### config.mk
export PLATFORM = sky130hd
export DESIGN_NAME = trng_vn_collector
export DESIGN_NICKNAME = d
export VERILOG_FILES = /design/src/rtl/trng_pkg.sv /design/src/rtl/trng_word_fifo.sv /design/src/rtl/trng_vn_collector.sv
export SDC_FILE = /design/constraint.sdc
export NUM_CORES = 1
export LEC_CHECK = 0
export ABC_AREA = 1
export CAP_MARGIN = 20
export CORE_ASPECT_RATIO = 1.4
export CORE_MARGIN = 2
export CORE_UTILIZATION = 35
export CTS_BUF_LIST = sky130_fd_sc_hd__clkbuf_16
export CTS_CLUSTER_DIAMETER = 60
export CTS_CLUSTER_SIZE = 20
export DETAILED_ROUTE_END_ITERATION = 10
export MAX_ROUTING_LAYER = met4
export SETUP_SLACK_MARGIN = 0.05
export SLEW_MARGIN = 20
export SYNTH_ARGS = -nofsm -noshare
export SYNTH_HDL_FRONTEND = slang
export SYNTH_SLANG_ARGS = --single-unit
### constraint.sdc
create_clock -name clk -period 11.7 [get_ports clk]
set_input_delay 3.51 -clock clk [delete_from_list [all_inputs] [get_ports clk]]
set_output_delay 3.51 -clock clk [all_outputs]
set_load 0.1 [all_outputs]
### src/rtl/trng_pkg.sv
// Shared command codes, FSM states and width defaults for the TRNG harvesting path.
package trng_pkg;

    typedef enum logic [1:0] {
        CMD_RNG     = 2'b00,
        CMD_SET_VAR = 2'b01,
        CMD_WRITE   = 2'b10,
        CMD_READ    = 2'b11
    } trng_cmd_e;

    typedef enum logic [2:0] {
        ST_IDLE,
        ST_REQ,
        ST_WAIT,
        ST_CHECK,
        ST_EXTRACT
    } vn_state_e;

    localparam int SAMPLE_W_DEF = 144;
    localparam int WORD_W_DEF   = 32;

endpackage

### src/rtl/trng_word_fifo.sv
// First-word-fall-through FIFO for packed entropy words; head is visible on rd_data while not empty.
module trng_word_fifo #(
    parameter  int WIDTH = 32,
    parameter  int DEPTH = 4,
    localparam int PTR_W = $clog2(DEPTH),
    localparam int LVL_W = $clog2(DEPTH) + 1
) (
    input  logic             clk,
    input  logic             rstn,
    input  logic             push,
    input  logic [WIDTH-1:0] wr_data,
    input  logic             pop,
    output logic [WIDTH-1:0] rd_data,
    output logic             full,
    output logic             empty,
    output logic [LVL_W-1:0] level
);

    logic [WIDTH-1:0] mem [DEPTH];
    logic [PTR_W-1:0] wr_ptr;
    logic [PTR_W-1:0] rd_ptr;
    logic             do_push;
    logic             do_pop;

    assign empty   = (level == '0);
    assign full    = (level == LVL_W'(DEPTH));
    // A pop on an empty FIFO is dropped; a push into a full FIFO only lands if a pop frees the slot.
    assign do_pop  = pop && !empty;
    assign do_push = push && (!full || do_pop);
    assign rd_data = empty ? '0 : mem[rd_ptr];

    always_ff @(posedge clk or negedge rstn) begin
        if (!rstn) begin
            wr_ptr <= '0;
            rd_ptr <= '0;
            level  <= '0;
        end else begin
            if (do_push) wr_ptr <= wr_ptr + PTR_W'(1);
            if (do_pop)  rd_ptr <= rd_ptr + PTR_W'(1);
            case ({do_push, do_pop})
                2'b10:   level <= level + LVL_W'(1);
                2'b01:   level <= level - LVL_W'(1);
                default: level <= level;
            endcase
        end
    end

    always_ff @(posedge clk) begin
        if (do_push) mem[wr_ptr] <= wr_data;
    end

endmodule

### src/rtl/trng_vn_collector.sv
// Requests raw samples from TRNG_CTRL, Von Neumann debiases them one pair per cycle and packs words into a FIFO.
module trng_vn_collector
    import trng_pkg::*;
#(
    parameter  int SAMPLE_W   = SAMPLE_W_DEF,
    parameter  int WORD_W     = WORD_W_DEF,
    parameter  int FIFO_DEPTH = 4,
    parameter  int TIMEOUT    = 1024,
    localparam int LVL_W      = $clog2(FIFO_DEPTH) + 1
) (
    input  logic                clk,
    input  logic                rstn,
    input  logic                enable,
    input  logic                clr_status,
    output logic                ctrl_start,
    output logic [1:0]          ctrl_cmd,
    input  logic                ctrl_done,
    input  logic                ctrl_err,
    input  logic [SAMPLE_W-1:0] ctrl_mem_out,
    input  logic                rd_en,
    output logic [WORD_W-1:0]   rd_data,
    output logic                fifo_empty,
    output logic [LVL_W-1:0]    fifo_level,
    output logic                health_fail,
    output logic                timeout_flag,
    output logic [7:0]          err_cnt
);

    localparam int PAIRS  = SAMPLE_W / 2;
    localparam int IDX_W  = $clog2(PAIRS);
    localparam int SIDX_W = IDX_W + 1;
    localparam int BC_W   = $clog2(WORD_W);
    localparam int TMO_W  = $clog2(TIMEOUT);

    localparam logic [IDX_W-1:0] PAIR_LAST = IDX_W'(PAIRS - 1);
    localparam logic [BC_W-1:0]  BIT_LAST  = BC_W'(WORD_W - 1);
    localparam logic [TMO_W-1:0] TMO_LAST  = TMO_W'(TIMEOUT - 1);

    vn_state_e           state_q, state_d;
    logic [SAMPLE_W-1:0] sample_q;
    logic [IDX_W-1:0]    pair_idx_q;
    logic [BC_W-1:0]     bit_cnt_q;
    logic [WORD_W-1:0]   word_q, word_next;
    logic [TMO_W-1:0]    tmo_cnt_q;
    logic [SIDX_W-1:0]   bit_lo, bit_hi;
    logic                vn_a, vn_b, vn_valid, word_done, stall;
    logic                fifo_full, fifo_push, sample_stuck, tmo_hit;
    logic                evt_err, evt_tmo, evt_stuck;

    assign ctrl_cmd = CMD_RNG;

    assign bit_lo       = {pair_idx_q, 1'b0};
    assign bit_hi       = {pair_idx_q, 1'b1};
    assign vn_a         = sample_q[bit_lo];
    assign vn_b         = sample_q[bit_hi];
    assign vn_valid     = (state_q == ST_EXTRACT) && (vn_a != vn_b);
    assign word_done    = vn_valid && (bit_cnt_q == BIT_LAST);
    // A completing word with nowhere to go freezes the whole extraction until the host pops.
    assign stall        = word_done && fifo_full && !rd_en;
    assign fifo_push    = word_done && !stall;
    assign sample_stuck = (&sample_q) || !(|sample_q);
    assign tmo_hit      = (tmo_cnt_q == TMO_LAST);

    assign evt_err   = (state_q == ST_WAIT) && ctrl_err;
    assign evt_tmo   = (state_q == ST_WAIT) && !ctrl_err && !ctrl_done && tmo_hit;
    assign evt_stuck = (state_q == ST_CHECK) && sample_stuck;

    always_comb begin
        word_next            = word_q;
        word_next[bit_cnt_q] = vn_a;
    end

    always_comb begin
        state_d    = state_q;
        ctrl_start = 1'b0;
        unique case (state_q)
            ST_IDLE:    if (enable && !fifo_full) state_d = ST_REQ;
            ST_REQ: begin
                ctrl_start = 1'b1;
                state_d    = ST_WAIT;
            end
            ST_WAIT: begin
                if (ctrl_err || evt_tmo) state_d = ST_IDLE;
                else if (ctrl_done)      state_d = ST_CHECK;
            end
            ST_CHECK:   state_d = sample_stuck ? ST_IDLE : ST_EXTRACT;
            ST_EXTRACT: if (!stall && pair_idx_q == PAIR_LAST) state_d = ST_IDLE;
            default:    state_d = ST_IDLE;
        endcase
    end

    always_ff @(posedge clk or negedge rstn) begin
        if (!rstn) state_q <= ST_IDLE;
        else       state_q <= state_d;
    end

    // The partial word and bit count deliberately survive between samples.
    always_ff @(posedge clk or negedge rstn) begin
        if (!rstn) begin
            sample_q   <= '0;
            pair_idx_q <= '0;
            bit_cnt_q  <= '0;
            word_q     <= '0;
            tmo_cnt_q  <= '0;
        end else begin
            case (state_q)
                ST_REQ:   tmo_cnt_q <= '0;
                ST_WAIT: begin
                    tmo_cnt_q <= tmo_cnt_q + TMO_W'(1);
                    if (ctrl_done && !ctrl_err) sample_q <= ctrl_mem_out;
                end
                ST_CHECK: pair_idx_q <= '0;
                ST_EXTRACT: begin
                    if (!stall) begin
                        pair_idx_q <= pair_idx_q + IDX_W'(1);
                        if (vn_valid) begin
                            word_q    <= word_next;
                            bit_cnt_q <= word_done ? '0 : bit_cnt_q + BC_W'(1);
                        end
                    end
                end
                default: ;
            endcase
        end
    end

    always_ff @(posedge clk or negedge rstn) begin
        if (!rstn) begin
            health_fail  <= 1'b0;
            timeout_flag <= 1'b0;
            err_cnt      <= '0;
        end else begin
            if (evt_stuck)       health_fail <= 1'b1;
            else if (clr_status) health_fail <= 1'b0;

            if (evt_tmo)         timeout_flag <= 1'b1;
            else if (clr_status) timeout_flag <= 1'b0;

            if (evt_err) begin
                if (err_cnt != 8'hFF) err_cnt <= err_cnt + 8'd1;
            end else if (clr_status) begin
                err_cnt <= '0;
            end
        end
    end

    trng_word_fifo #(
        .WIDTH (WORD_W),
        .DEPTH (FIFO_DEPTH)
    ) u_fifo (
        .clk     (clk),
        .rstn    (rstn),
        .push    (fifo_push),
        .wr_data (word_next),
        .pop     (rd_en),
        .rd_data (rd_data),
        .full    (fifo_full),
        .empty   (fifo_empty),
        .level   (fifo_level)
    );

endmodule
==> results_dict.tcl <==
set metrics [dict create \
    stdcell_area_mm2 0.0200 \
    drt-pass1-iter-count 5 \
    viasPerCell 5.03 \
    rows 94 \
    cp_max_fo 33 \
    grt_first_pass_wirelength_mm 71.6 \
    track_usage 0.184 \
    avgRoutedWirePerCell_um 16.4 \
    ys_warn_count 0 \
    drtIter0Drc 918 \
    ys_ff_latch 346 \
    place_congestion 0.863 \
    syn_inst 1950 \
    p_leak_nw 8.47 \
    p_int_mw 2.61 \
    h-tree-depth 1 \
    fin_ws_ns 4.92 \
    dieHeight_um 263 \
    overflow 0 \
    finalCriticalPeriod_ns 6.78 \
    crit-reg2reg-capture "u_fifo.level[1]" \
    placed_cell_area_mm2 0.0192 \
    root_buffer "clkbuf_16" \
    dp_slack_ns 5.42 \
    vias 13700 \
    netlist_area_mm2 0.0167 \
    clk_pin_slew_ns 0.08 \
    hold_viol_final 0 \
    drive_gt1_frac 0.0432 \
    max_cap_violations 0 \
    endpoint_kind "output pin" \
    syn-mean-instance-area_um2 8.58 \
    post_cts_buffers 0 \
    power.share.switching 0.474 \
    min_path_cells 2 \
    combPwrFrac 0.455 \
    setup_viol 0 \
    tightestPinTransition_ns 1.02 \
    yosysTopAreaCellShare 0.326 \
    synth_area_leaders "dfrtp_1 33%, edfxtp_1 23%, nor2_1 7.6%" \
    worstPathArrival_ns 3.27 \
    status "finished, final reports clean" \
    power.switching_mw 2.35 \
    hold_buffers 0 \
    start_util 0.356 \
    ctsResizeCount 0 \
    p_clk_frac 0.177 \
    grt_max_degree 227 \
    cts_buffer_depth 3 \
    period_share 0.579 \
    num_antenna_cells 0 \
    drc 0 \
    cts_tree "built" \
    cp.required_ns 8.19 \
    crit_start "u_fifo.rd_ptr[1]" \
    grt_pass1_vias 13600 \
    final_nets 2255 \
    antenna_found_initial 0 \
    rsz0062_at_grt "false" \
    holdPathEnd "word_q[24]" \
    ys_seq_area_frac 0.556 \
    wl_mm 44.9 \
    rrSetupSlack_ns 6.61 \
    peakVddDrop_mv 0.248 \
    insertion_delay_ns 0.56 \
    finalMaxSlewViolations 0 \
    relSlewSlack 0.320 \
    dieArea_mm2 0.0496 \
    seqPwrFrac 0.367 \
    core_mm2 0.0470 \
    fmax_mhz 148 \
    synth_top_cell_by_area "dfrtp_1" \
    ant_nets 0 \
    clock-sinks 346 \
    crit_type "flip-flop to output pin" \
    io_pins 200 \
    pwr_density_cell_mw_per_mm2 249 \
    finClkSkew_ns 0.0196 \
    start_kind "flip-flop" \
    ys_types 38 \
    area_growth_pct 19.4 \
    r2r_start "pair_idx_q[0]" \
    cts_buffers 25 \
    worstHoldStart "word_q[24]" \
    tns_ns 0 \
    worstRegToRegCells 21 \
    hpwl_mm 31.0 \
    hold_class "flip-flop to flip-flop" \
    die_w_um 189 \
    port-buffer-count 197 \
]
[critical path: stages (launching register included)]
cell and delay [ns]:
dfrtp_1 0.32, buf_4 0.34, inv_2 0.38, nor2_1 0.18, o21ai_0 0.09, a21oi_1 0.18
clkdlybuf4s50_1 1.16
[state kept, by name (all words and copies together), names as in the netlist]
signal / count
health_fail: 1
err_cnt: 8
timeout_flag: 1
state_q: 3
u_fifo.mem: 128
u_fifo.rd_ptr: 2
u_fifo.wr_ptr: 2
u_fifo.level: 3
bit_cnt_q: 5
tmo_cnt_q: 10
word_q: 32
pair_idx_q: 7
sample_q: 144
[Yosys cell counts, drive strengths merged]
cell type    n
nor2       343
nand2      318
dfrtp      218
inv        202
a21oi      199
nand3      136
edfxtp     128
o21ai      115
clkbuf      55
nor4        49
nand4       48
buf         46
o31ai       20
ha          13
mux2        12
xor2        12
nor3        11
o211ai       6
clkinv       5
o22ai        5
nor3b        2
o32ai        2
a32oi        1
conb         1
fa           1
or2          1
xnor2        1
[worst max-delay path by stage]
stage | endpoint | slack (ns)
global placement | rd_data[13] | 5.10
finish | rd_data[13] | 4.92
floorplan | rd_data[13] | 4.61
detailed placement | rd_data[13] | 5.42
global route | rd_data[14] | 4.68
CTS | rd_data[13] | 4.78
[power by group through the flow]
stage / clock network (mW) / logic (mW) / registers [mW]
floorplan: 0 / 1.71 / 1.81
global placement: 0 / 2.24 / 1.83
detailed placement: 0 / 2.28 / 1.84
CTS: 0.915 / 2.29 / 1.82
global route: 0.955 / 2.48 / 1.86
finish: 0.882 / 2.26 / 1.82
[cells in the final DEF (no fill, tap or decap), drive strengths merged]
cell | netlist | layout
nor3b | 2 | 2
a32oi | 1 | 1
a21oi | 199 | 199
o22ai | 5 | 5
nor3 | 11 | 11
fa | 1 | 1
nand3 | 136 | 136
dfrtp | 218 | 218
clkbuf | 55 | 25
clkdlybuf4s50 | 0 | 196
o31ai | 20 | 20
xnor2 | 1 | 1
bufinv | 0 | 1
xor2 | 12 | 12
nor4 | 49 | 49
o21ai | 115 | 115
clkinv | 5 | 13
clkinvlp | 0 | 1
nand2 | 318 | 318
o32ai | 2 | 2
o211ai | 6 | 6
or2 | 1 | 1
conb | 1 | 2
nor2 | 343 | 343
buf | 46 | 17
nand4 | 48 | 48
ha | 13 | 13
edfxtp | 128 | 128
mux2 | 12 | 12
inv | 202 | 212
[kinds of logic after synthesis]
family / share of synthesized area
AOI/OAI and AO/OA: 0.109
xor gates and xnor gates: 0.00681
adders and majority gates: 0.0109
buffers and inverters: 0.0760
DFF: 0.556
muxes: 0.00808
other: 0.000224
and+or+nand+nor: 0.233
[routing by layer]
| metal | track usage | routed length, um | vias to the layer above |
|---|---|---|---|
| li1 | - | - | 6764 |
| met4 | 0.0775 | 1890 | 0 |
| met3 | 0.0210 | 1940 | 99 |
| met5 | - | 0 | - |
| met1 | 0.213 | 18000 | 6473 |
| met2 | 0.320 | 23000 | 404 |
[per-stage QoR]
step / cells / util / total power [mW] / hold WS (ns)
global placement: 2687 / 0.407 / 4.07 / 0.453
floorplan: 1951 / - / 3.52 / 0.443
CTS: 2732 / 0.424 / 5.02 / 0.478
global route: 2732 / 0.424 / 5.29 / 0.494
detailed placement: 2687 / 0.407 / 4.12 / 0.460
finish: 2732 / 0.424 / 4.97 / 0.478
[layout make-up]
cell class | instances | area [um2]
fillers | 4625 | 27100
clock buffers | 25 | 626
inverters | 207 | 779
multi-input cells | 1297 | 6190
flip-flops and latches | 346 | 9300
well taps | 624 | 781
repair buffers | 213 | 2110
clock inverters | 20 | 179
Note: power is estimated with default switching activity, not from simulation.
